`src/rtl/ahb_pkg.sv`:
```
// Shared AHB-Lite encodings, line geometry and the line-fetch state enum.
package ahb_pkg;

  localparam int LINE_WORDS = 4;
  localparam int ADDR_W     = 32;
  localparam int DATA_W     = 32;

  typedef enum logic [1:0] {
    HTRANS_IDLE   = 2'd0,
    HTRANS_BUSY   = 2'd1,
    HTRANS_NONSEQ = 2'd2,
    HTRANS_SEQ    = 2'd3
  } htrans_e;

  typedef enum logic [2:0] {
    HBURST_SINGLE = 3'd0,
    HBURST_INCR   = 3'd1,
    HBURST_WRAP4  = 3'd2
  } hburst_e;

  typedef enum logic [2:0] {
    HSIZE_BYTE = 3'd0,
    HSIZE_HALF = 3'd1,
    HSIZE_WORD = 3'd2
  } hsize_e;

  typedef enum logic {
    HRESP_OKAY  = 1'b0,
    HRESP_ERROR = 1'b1
  } hresp_e;

  typedef enum logic [2:0] {
    ST_IDLE  = 3'd0,
    ST_ADDR  = 3'd1,
    ST_BURST = 3'd2,
    ST_DRAIN = 3'd3,
    ST_DONE  = 3'd4,
    ST_ERR   = 3'd5
  } fetch_state_e;

endpackage

```
`src/rtl/ahb_wrap_addr.sv`:
```
// WRAP4 word-address generator: beat k of a burst starting at word 'start'
// within the 16-byte line at 'base'.
module ahb_wrap_addr #(
  parameter int ADDR_W = 32
) (
  input  logic [ADDR_W-1:0] base,
  input  logic [1:0]        start,
  input  logic [1:0]        k,
  output logic [ADDR_W-1:0] addr
);

  logic [1:0] word_idx;

  // Two-bit add wraps naturally at the 4-word line boundary.
  assign word_idx = start + k;
  assign addr     = {base[ADDR_W-1:4], word_idx, 2'b00};

endmodule

```
`src/rtl/ahb_line_fetch.sv`:
```
// I-cache miss line fetcher: one WRAP4 critical-word-first read burst per miss,
// early critical word return, full line assembly, ERROR abort.
//
// Handshake: miss_req is a level held by the requester; it is accepted only in
// IDLE, where miss_ack pulses for exactly that cycle. Every other output toward
// the cache (crit_valid, fill_valid, fill_err) is a single-cycle pulse with no
// backpressure; their data outputs hold until the next burst overwrites them.
module ahb_line_fetch
  import ahb_pkg::*;
#(
  parameter int LINE_WORDS = ahb_pkg::LINE_WORDS,
  parameter int ADDR_W     = ahb_pkg::ADDR_W,
  parameter int DATA_W     = ahb_pkg::DATA_W
) (
  input  logic                         clk,
  input  logic                         rstn,
  input  logic                         miss_req,
  input  logic [ADDR_W-1:0]            miss_addr,
  output logic                         miss_ack,
  output logic                         crit_valid,
  output logic [DATA_W-1:0]            crit_data,
  output logic                         fill_valid,
  output logic                         fill_err,
  output logic [ADDR_W-1:0]            fill_addr,
  output logic [LINE_WORDS*DATA_W-1:0] fill_data,
  output logic [ADDR_W-1:0]            haddr,
  output logic [1:0]                   htrans,
  output logic [2:0]                   hburst,
  output logic [2:0]                   hsize,
  output logic                         hwrite,
  input  logic [DATA_W-1:0]            hrdata,
  input  logic                         hready,
  input  logic                         hresp,
  output fetch_state_e                 dbg_state
);

  fetch_state_e                 state_q, state_d;
  logic [ADDR_W-1:0]            base_q, base_d;
  logic [1:0]                   start_q, start_d;
  logic [1:0]                   addr_cnt_q, addr_cnt_d;
  logic [1:0]                   data_cnt_q, data_cnt_d;
  logic                         cancel_q, cancel_d;
  logic [LINE_WORDS*DATA_W-1:0] line_q, line_d;
  logic [DATA_W-1:0]            crit_data_q, crit_data_d;
  logic                         crit_valid_q, crit_valid_d;

  logic                         capture;
  logic [1:0]                   cap_idx;
  logic [ADDR_W-1:0]            beat_addr;

  // addr_cnt is cleared on accept, so it also serves as k=0 for the ADDR beat.
  ahb_wrap_addr #(.ADDR_W(ADDR_W)) u_wrap (
    .base  (base_q),
    .start (start_q),
    .k     (addr_cnt_q),
    .addr  (beat_addr)
  );

  // State and datapath registers with synchronous active-low reset.
  always_ff @(posedge clk) begin
    if (!rstn) begin
      state_q      <= ST_IDLE;
      base_q       <= '0;
      start_q      <= '0;
      addr_cnt_q   <= '0;
      data_cnt_q   <= '0;
      cancel_q     <= 1'b0;
      line_q       <= '0;
      crit_data_q  <= '0;
      crit_valid_q <= 1'b0;
    end else begin
      state_q      <= state_d;
      base_q       <= base_d;
      start_q      <= start_d;
      addr_cnt_q   <= addr_cnt_d;
      data_cnt_q   <= data_cnt_d;
      cancel_q     <= cancel_d;
      line_q       <= line_d;
      crit_data_q  <= crit_data_d;
      crit_valid_q <= crit_valid_d;
    end
  end

  // Next state, beat counters and data capture into the line buffer.
  always_comb begin
    state_d      = state_q;
    base_d       = base_q;
    start_d      = start_q;
    addr_cnt_d   = addr_cnt_q;
    data_cnt_d   = data_cnt_q;
    cancel_d     = cancel_q;
    line_d       = line_q;
    crit_data_d  = crit_data_q;
    crit_valid_d = 1'b0;
    capture      = 1'b0;
    cap_idx      = start_q + data_cnt_q;

    case (state_q)
      ST_IDLE: begin
        if (miss_req) begin
          state_d    = ST_ADDR;
          base_d     = {miss_addr[ADDR_W-1:4], 4'b0000};
          start_d    = miss_addr[3:2];
          addr_cnt_d = '0;
          data_cnt_d = '0;
          cancel_d   = 1'b0;
        end
      end
      ST_ADDR: begin
        if (hready) begin
          addr_cnt_d = 2'd1;
          state_d    = ST_BURST;
        end
      end
      ST_BURST, ST_DRAIN: begin
        if (hresp) begin
          // First ERROR cycle cancels the rest; the second one ends the burst.
          if (!hready) cancel_d = 1'b1;
          else         state_d  = ST_ERR;
        end else if (hready) begin
          capture    = 1'b1;
          data_cnt_d = data_cnt_q + 2'd1;
          if (state_q == ST_BURST) begin
            addr_cnt_d = addr_cnt_q + 2'd1;
            if (addr_cnt_q == 2'd3) state_d = ST_DRAIN;
          end else begin
            state_d = ST_DONE;
          end
        end
      end
      ST_DONE: state_d = ST_IDLE;
      ST_ERR: begin
        state_d  = ST_IDLE;
        cancel_d = 1'b0;
      end
      default: state_d = ST_IDLE;
    endcase

    if (capture) begin
      for (int i = 0; i < LINE_WORDS; i++) begin
        if (cap_idx == i[1:0]) line_d[i*DATA_W +: DATA_W] = hrdata;
      end
      if (data_cnt_q == 2'd0) begin
        crit_data_d  = hrdata;
        crit_valid_d = 1'b1;
      end
    end
  end

  // Bus and cache-side outputs decoded from the current state.
  always_comb begin
    miss_ack   = rstn && (state_q == ST_IDLE) && miss_req;
    htrans     = HTRANS_IDLE;
    haddr      = '0;
    case (state_q)
      ST_ADDR: begin
        htrans = HTRANS_NONSEQ;
        haddr  = beat_addr;
      end
      ST_BURST: begin
        if (!cancel_q) begin
          htrans = HTRANS_SEQ;
          haddr  = beat_addr;
        end
      end
      default: ;
    endcase
    hburst     = (htrans == HTRANS_IDLE) ? HBURST_SINGLE : HBURST_WRAP4;
    hsize      = HSIZE_WORD;
    hwrite     = 1'b0;
    fill_valid = (state_q == ST_DONE);
    fill_err   = (state_q == ST_ERR);
    fill_addr  = base_q;
    fill_data  = line_q;
    crit_valid = crit_valid_q;
    crit_data  = crit_data_q;
    dbg_state  = state_q;
  end

endmodule

```
`config.mk`:
```
export PLATFORM = sky130hd
export DESIGN_NAME = ahb_line_fetch
export DESIGN_NICKNAME = d
export VERILOG_FILES = /design/src/rtl/ahb_pkg.sv /design/src/rtl/ahb_wrap_addr.sv /design/src/rtl/ahb_line_fetch.sv
export SDC_FILE = /design/constraint.sdc
export NUM_CORES = 1
export LEC_CHECK = 0
export ABC_AREA = 1
export BUFFER_PORTS_ARGS = -buffer_cell sky130_fd_sc_hd__buf_2
export CELL_PAD_IN_SITES_DETAIL_PLACEMENT = 0
export CELL_PAD_IN_SITES_GLOBAL_PLACEMENT = 2
export CORE_AREA = 5 5 190 192
export CTS_CLUSTER_SIZE = 8
export DETAILED_ROUTE_END_ITERATION = 8
export DIE_AREA = 0 0 195 197
export PLACE_DENSITY_LB_ADDON = 0.1
export SYNTH_ARGS = -nofsm -noshare
export SYNTH_HDL_FRONTEND = slang
export SYNTH_HIERARCHICAL = 1
export SYNTH_SLANG_ARGS = --single-unit
```
`constraint.sdc`:
```
create_clock -name clk -period 1.9 [get_ports clk]
set_clock_uncertainty 0.05 [all_clocks]
set_input_delay 0.285 -clock clk [delete_from_list [all_inputs] [get_ports clk]]
set_output_delay 0.285 -clock clk [all_outputs]
set_load 0.01 [all_outputs]
```
# Yosys cells after proc, flatten, opt, wreduce, memory -nomap -nowiden
# Cells that the tools add are included.
# W data, S select, Z words.
[totals]
reg_bits = 199
mem_bits_ro = 0
in_bits = 69
latch_bits = 0
mem_count = 0
mem_bits_rw = 0
elab_cells = 84
[op_classes]
n_div = 0
n_shift = 0
add_sub_neg = 4
magnitude_cmp = 0
n_eq_ne = 17
reduce_logical = 21
n_mul = 0
n_bitwise = 0
n_mux = 30
[ops]
columns = ["operator", "count"]
rows = [
  ["$pmux W32 S2", 1],
  ["$mux W32", 1],
  ["$mux W3", 7],
  ["$mux W2", 9],
  ["$ne A2 B2 Y1 const B", 7],
  ["$reduce_and A2 Y1", 7],
  ["$reduce_and A4 Y1", 3],
  ["$pmux W3 S3", 1],
  ["$pmux W2 S2", 2],
  ["$mux W1", 7],
  ["$eq A2 B2 Y1 const B", 3],
  ["$eq A3 B2 Y1 const B", 2],
  ["$eq A3 B3 Y1 const B", 2],
  ["$logic_not A2 Y1", 3],
  ["$pmux W2 S3", 1],
  ["$reduce_and A6 Y1", 1],
  ["$reduce_bool A3 Y1", 2],
  ["$add A2 B1 Y2 const B", 2],
  ["$add A2 B2 Y2", 2],
  ["$ne A4 B4 Y1 const B", 1],
  ["$eq A3 B1 Y1 const B", 1],
  ["$logic_not A3 Y1", 1],
  ["$pmux W1 S3", 1],
  ["$eq A2 B1 Y1 const B", 1],
  ["other kinds (3)", 4],
]

# Logic depth before layout (Yosys ltp)
# Gate-level depths: netlist of the first run.
[logic_depth]
word_depth = 6
ltp_mapped = 11
depth_no_buf = 9

# Modules after synthesis
# Netlist of the first run, hierarchy kept.
[modules_own_cells]
columns = ["module", "cells_per_inst", "n_inst", "area_each_um2", "seq_area_each_um2"]
rows = [
  ["ahb_line_fetch", 1205, 1, 8468.1, 3983.8],
  ["ahb_wrap_addr", 41, 1, 276.5, 0.0],
]

# Worst setup path after synthesis of the first run
# Ideal clock, no wire load.
[synth_timing]
path_type = "register -> output"
startpoint = "register state_q[2] (netlist: dbg_state[2])"
endpoint = "output haddr[11]"
stages_incl_launch_ff = 9
path_slack_ns = 0.151
t_arrival_ns = 1.414
path_buffers = 1
cell_sequence = "dfxtp_1 > inv_1 > nand2_1 > nor2_1 > inv_1 > nor2_1 > nor2_2 > buf_2 > nor2_1"
[synth_between]
elab_chain_cells = 2
[synth_rtl]
columns = ["element", "line", "text"]
rows = [
  ["start: declaration", "ahb_line_fetch.sv:37", "fetch_state_e state_q, state_d;"],
  ["start signal: assignment", "ahb_line_fetch.sv:72", "state_q <= state_d;"],
  ["$eq A3 B2 Y1 or $eq A3 B1 Y1 (tied branches)", "ahb_line_fetch.sv:155", "case (state_q)"],
  ["$pmux W32 S2 (*)", "ahb_line_fetch.sv:155", ""],
  ["end: declaration", "ahb_line_fetch.sv:26", "output logic [ADDR_W-1:0] haddr,"],
]
# Every way passes the cells marked *; elsewhere a longest branch is shown, timed or not.

# Worst setup path in the final report of the first run
[layout_timing]
startpoint = "register state_q[2] (netlist: dbg_state[2])"
endpoint = "output haddr[23]"
# The elaborated chain is that of the path after synthesis.

==> impl_metrics.ini, run 1 <==
[timing]
slew_violations = 0
hold_viol_final = 0
rsz0062_at_grt = yes
period_needed_ns = 2.07
setup_viol = 32
timing.fmax_ghz = 0.482
fin_ws_ns = -0.173
post-route-period-util = 1.09

[power_and_ir_drop]
power_density_nw_per_um2 = 1180
power.total_w = 0.0137
p_leak_nw = 5.47
vdd_drop_max_mv = 0.682

[floorplan]
io_pins = 309
die_h_um = 197
core_area_um2 = 34200
fp.dieArea_um2 = 38400
num_rows = 68
die_x_um = 195
start_util = 0.256

[cells_and_area]
final_cells = 1952
multiInputGateArea_um2 = 3720
final_nets = 1557
syn_to_final_growth_pct = 32.1
seq_area_um2 = 3990
n_fill_cell = 3812
final_layout_size_suffix_gt1_frac = 0.276
antenna_cells = 0
fin_util = 0.338

[critical_path]
critPathMaxFanout = 8
cp.arrival_ns = 1.74
cp-start-kind = flop
crit_type = flop to output port
critPathCaptureType = output port
crit_required_ns = 1.56

[yosys]
syn-cell-area_um2 = 8740
synthTopCellsByArea = dfxtp_1, nor2_1, nand2_1
yosysUniqueCellTypes = 19
synth_largest_area_cell = dfxtp_1
synth_top_area_share = 0.456
ys_warn_count = 6
seq_area_frac_synth = 0.456
avgSynthCellArea_um2 = 7.02
synthCells = 1246
synth-seq-cells = 199

[routing]
firstDrtPassIters = 5
wl_um = 33200
vias_per_cell = 4.39
dr_total_vias = 8577
drc = 0
ant_nets = 0
drt_iter0_drc = 436
wl_per_cell_um = 17.0

[clock_tree]
clk_pin_slew_ns = 0.08
htree_levels = 4
cts.sinks = 199
cts_tree = yes
cts_buffer_depth = 2
worst_skew_pair.late_latency_ns = 0.45
cts_root_buf = clkbuf_16
cts_hold_buf = 0
cts_inserted_buffers = 17

[outcome]
violations = negative setup slack
status = complete, but fails checks

[placement]
port_buffers = 294
finalWeightedCongestion = 0.789
placed_cells = 1904
hpwl_um = 22500

[global_routing]
antenna_found_initial = 1
track_usage = 0.163
grt_pass1_wl_um = 49200
grt_overflow = 0
grt_max_degree = 89
grt_pass1_vias = 8098

[hold_path]
worstHoldPathType = input port to flop

[run]
maxCapViolations = 0
-- sequential cells by signal (all words and copies together) (netlist names) --
signal and cells:
fill_addr 28, addr_cnt_q 2, cancel_q 1, data_cnt_q 2, crit_data 32, dbg_state 3, fill_data 128, start_q 2
crit_valid 1
-- Yosys cell counts --
| cell | n |
|---|---|
| a21oi_1 | 129 |
| buf_1 | 25 |
| buf_2 | 28 |
| buf_4 | 56 |
| clkbuf_1 | 26 |
| conb_1 | 3 |
| dfxtp_1 | 199 |
| ha_1 | 4 |
| inv_1 | 117 |
| inv_2 | 5 |
| nand2_1 | 191 |
| nand2_2 | 1 |
| nand3_1 | 109 |
| nand4_1 | 65 |
| nor2_1 | 244 |
| nor2_2 | 1 |
| nor2_4 | 5 |
| nor3_1 | 2 |
| o21ai_0 | 36 |
-- per-layer routing --
metal  GRT usage  vias up  wire length (um)
met5           0        -                 7
met4      0.0437        2               501
met3      0.0426       24              1880
met2       0.258      199             15300
met1       0.221     3947             15600
li1            -     4405                 -
-- critical path: stages, from the launching register on --
cell and delay, ns:
dfxtp_4 0.41, inv_2 0.05, nand2_2 0.06, nor2_2 0.04
inv_2 0.08, nor2_4 0.04, nor2_4 0.20, clkbuf_16 0.24
nor2_2 0.04, buf_2 0.13
-- area by class of cell --
cell class,instances,share of cell area
Clock buffer,17,0.0368
Clock inverter,15,0.0166
Sequential cell,199,0.346
Inverter,122,0.0396
Tap cell,455,0.0493
Multi-Input combinational cell,799,0.322
Timing Repair Buffer,345,0.191
-- what timing repair did --
item                                    CTS  global route
endpoints found under the setup margin   34           121
cloned                                    0             4
pin swaps                                 0             5
resized for setup                         6            33
buffers inserted                          0            12
-- per-stage QoR --
stage	TNS (ns)	worst slack (ns)	instance area, um2	hold slack (ns)
after floorplan	0	0.151	8780	0.390
after detailed placement	0	0.0673	10600	0.399
after global placement	0	0.0611	10600	0.395
after global routing	-7.81	-0.271	11600	0.0479
final	-4.75	-0.173	11600	0.0608
after CTS	-5.50	-0.195	11200	0.0319
-- placed cells by master, fill, tap and decap left out, types with 3 or more instances in the layout --
cell type  synthesis  final
conb_1             3     12
nor2_1           244    232
clkbuf_16          0     21
nor2_4             5     14
inv_1            117    115
buf_12             0     19
nand4_1           65     65
o21ai_0           36     36
bufinv_16          0      3
buf_6              0      6
a21oi_1          129    129
dfxtp_1          199    196
inv_6              0      6
nand2_2            1      3
buf_2             28    287
nor2_2             1      4
nand3_1          109    107
inv_2              5      7
nand2_1          191    187
ha_1               4      3
buf_4             56     29
-- worst paths after layout --
| path | startpoint | end | slack [ns] | depth (start not counted) |
|---|---|---|---|---|
| worst max-delay path | dbg_state[2] | haddr[23] | -0.17 | 9 |
| worst min-delay path | hrdata[26] | crit_data[26] | 0.06 | 3 |
| worst max register to register | start_q[0] | fill_data[98] | 0.15 | 10 |
| worst min register to register | crit_data[17] | crit_data[17] | 0.41 | 2 |
-- power by group --
part / leakage, nW / total [W] / switching (W) / internal, W
clock network: 0.298 / 0.00393 / 0.00182 / 0.00211
logic: 3.56 / 0.00474 / 0.00293 / 0.00182
registers: 1.61 / 0.00500 / 0.000356 / 0.00464
-- logic make-up after synthesis --
logic type | synth area share
AO/OA/AOI/OAI | 0.0944
other | 0.00129
AND/OR/NAND/NOR | 0.305
adder cells (fa/ha/maj) | 0.00572
flip-flops | 0.456
buffers and inverters | 0.138
No activity file was read; power rests on OpenSTA's default activity.
==> inputs of run 2 (changes only) <==
==> constraint.sdc (replaced) <==
create_clock -name clk -period 2.1 [get_ports clk]
set_clock_uncertainty 0.05 [all_clocks]
set_input_delay 0.315 -clock clk [delete_from_list [all_inputs] [get_ports clk]]
set_output_delay 0.315 -clock clk [all_outputs]
set_load 0.01 [all_outputs]
==> impl_metrics.ini, run 2 (synthesis gave the netlist of run 1 again) <==
[floorplan]
io_pins = 309
start_util = 0.256
num_rows = 68
die_h_um = 197
core_area_um2 = 34200
die_x_um = 195
fp.dieArea_um2 = 38400

[placement]
port_buffers = 294
finalWeightedCongestion = 0.756
hpwl_um = 22400
post_dp_cell_area_um2 = 10500
placed_cells = 1902

[timing]
rsz0062_at_grt = yes
hold_viol_final = 0
period_needed_ns = 2.06
worstMarginPinSlew_ns = 0.528
setup_viol = 0
relSlewSlack = 0.648
timing.fmax_ghz = 0.484
post-route-period-util = 0.983
slew_violations = 0

[routing]
wl_per_cell_um = 16.7
drt_iter0_drc = 510
wl_um = 32500
dr_total_vias = 8539
firstDrtPassIters = 5
drc = 0
vias_per_cell = 4.39
ant_nets = 0

[global_routing]
grt.busiest_layer = met2
grt_max_degree = 89
track_usage = 0.163
grt_pass1_vias = 8085
antenna_found_initial = 1
grt_overflow = 0
met1_usage = 0.215
met3_usage = 0.0419
grt_pass1_wl_um = 48900
use_met2 = 0.267

[cells_and_area]
multiInputGateArea_um2 = 3660
layout_common_cells = buf_2, nor2_1, dfxtp_1, nand2_1, a21oi_1
stdcell_area_um2 = 11300
final_cells = 1943
syn_to_final_growth_pct = 29.4
final_nets = 1548
largest_register_ffs = 128
antenna_cells = 0
n_fill_cell = 3907
layout_commonest_cell = buf_2
final_layout_size_suffix_gt1_frac = 0.268
seq_area_um2 = 4000

[clock_tree]
cts_buffer_depth = 2
cts.sinks = 199
clk_pin_slew_ns = 0.08
htree_levels = 4
cts_inserted_buffers = 17
cts_tree = yes
worst_skew_pair.late_latency_ns = 0.44
cts_root_buf = clkbuf_16

[critical_path]
critPathMaxFanout = 8
critPathTopFamily = simple AND/OR/NAND/NOR gates
slowest_stage = dfxtp_4
crit_required_ns = 1.74
max_stage_delay_ns = 0.40
cp.depth = 7
crit_buf_inv = 3
cp.arrival_ns = 1.70
r2r_cells = 10
path_cells = nor2_2 -> nand2_1 -> inv_2 -> nor2_4 -> clkbuf_16 -> nor2_1 -> buf_2
crit_type = flop to output port
reg2reg_slack_ns = 0.22
cp-start-kind = flop
critPathCaptureType = output port

[power_and_ir_drop]
p_leak_nw = 5.37
vdd_drop_max_mv = 0.690
power_density_nw_per_um2 = 1090

[run]
maxCapViolations = 0

[hold_path]
worstHoldPathType = input port to flop
hold_depth = 3

[outcome]
status = completed
==> run 2: changes by cell type in the layout (fill, tap and decap cells not counted), moves of 3 or more <==
cell / previous run / this run
buf_6: 6 / 1
buf_12: 19 / 12
clkbuf_16: 21 / 18
nor2_1: 232 / 235
inv_6: 6 / 0
nor2_4: 14 / 9
buf_2: 287 / 292
==> run 2: path summary, 6_finish.rpt <==
| kind | startpoint | endpoint |
|---|---|---|
| max reg2reg | dbg_state[1] | crit_data[4] |
| min | hrdata[25] | crit_data[25] |
| max | dbg_state[1] | haddr[18] |
| min reg2reg | crit_data[15] | crit_data[15] |
==> run 2: cell type report <==
type | instances | share of cell area
sequential | 199 | 0.353
multi-input combinational | 799 | 0.324
timing repair buffer | 336 | 0.175
tap | 455 | 0.0503
inverter | 122 | 0.0407
clock buffer | 20 | 0.0395
clock inverter | 12 | 0.0177
==> run 2: through the flow <==
step                      TNS (ns)  utilization  setup slack, ns  hold slack [ns]  total power, W
after floorplan                  0            -            0.321            0.390         0.00706
after global placement           0        0.307            0.261            0.396         0.00836
after detailed placement         0        0.307            0.250            0.398         0.00837
after CTS                   -0.556        0.328          -0.0453           0.0642          0.0123
after global routing         -1.74        0.331          -0.0736           0.0749          0.0131
final                            0        0.331           0.0350           0.0933          0.0123
==> run 2: layer usage <==
layer  wire (um)  up-vias
met1       15100     3921
met2       15200      219
li1            -     4374
met5           7        -
met3        1780       23
met4         353        2
==> run 2: power by group <==
part	switching (W)	total [W]	internal (W)
Combinational	0.00257	0.00410	0.00153
Sequential	0.000321	0.00453	0.00421
Clock	0.00153	0.00368	0.00215
==> run 2: worst register-to-register path: cells and delay by family (launching register included) <==
family          cells  cell delay [ns]
compound gates      1             0.06
buf+inv             5             0.80
flops               1             0.40
simple gates        4             0.44
==> run 2: what timing repair did <==
action	in CTS	in global routing
buffers inserted	3	4
pin swaps	3	2
endpoints found under the setup margin	32	33
hold buffers	0	0
resized for setup	12	16
gates cloned	1	1
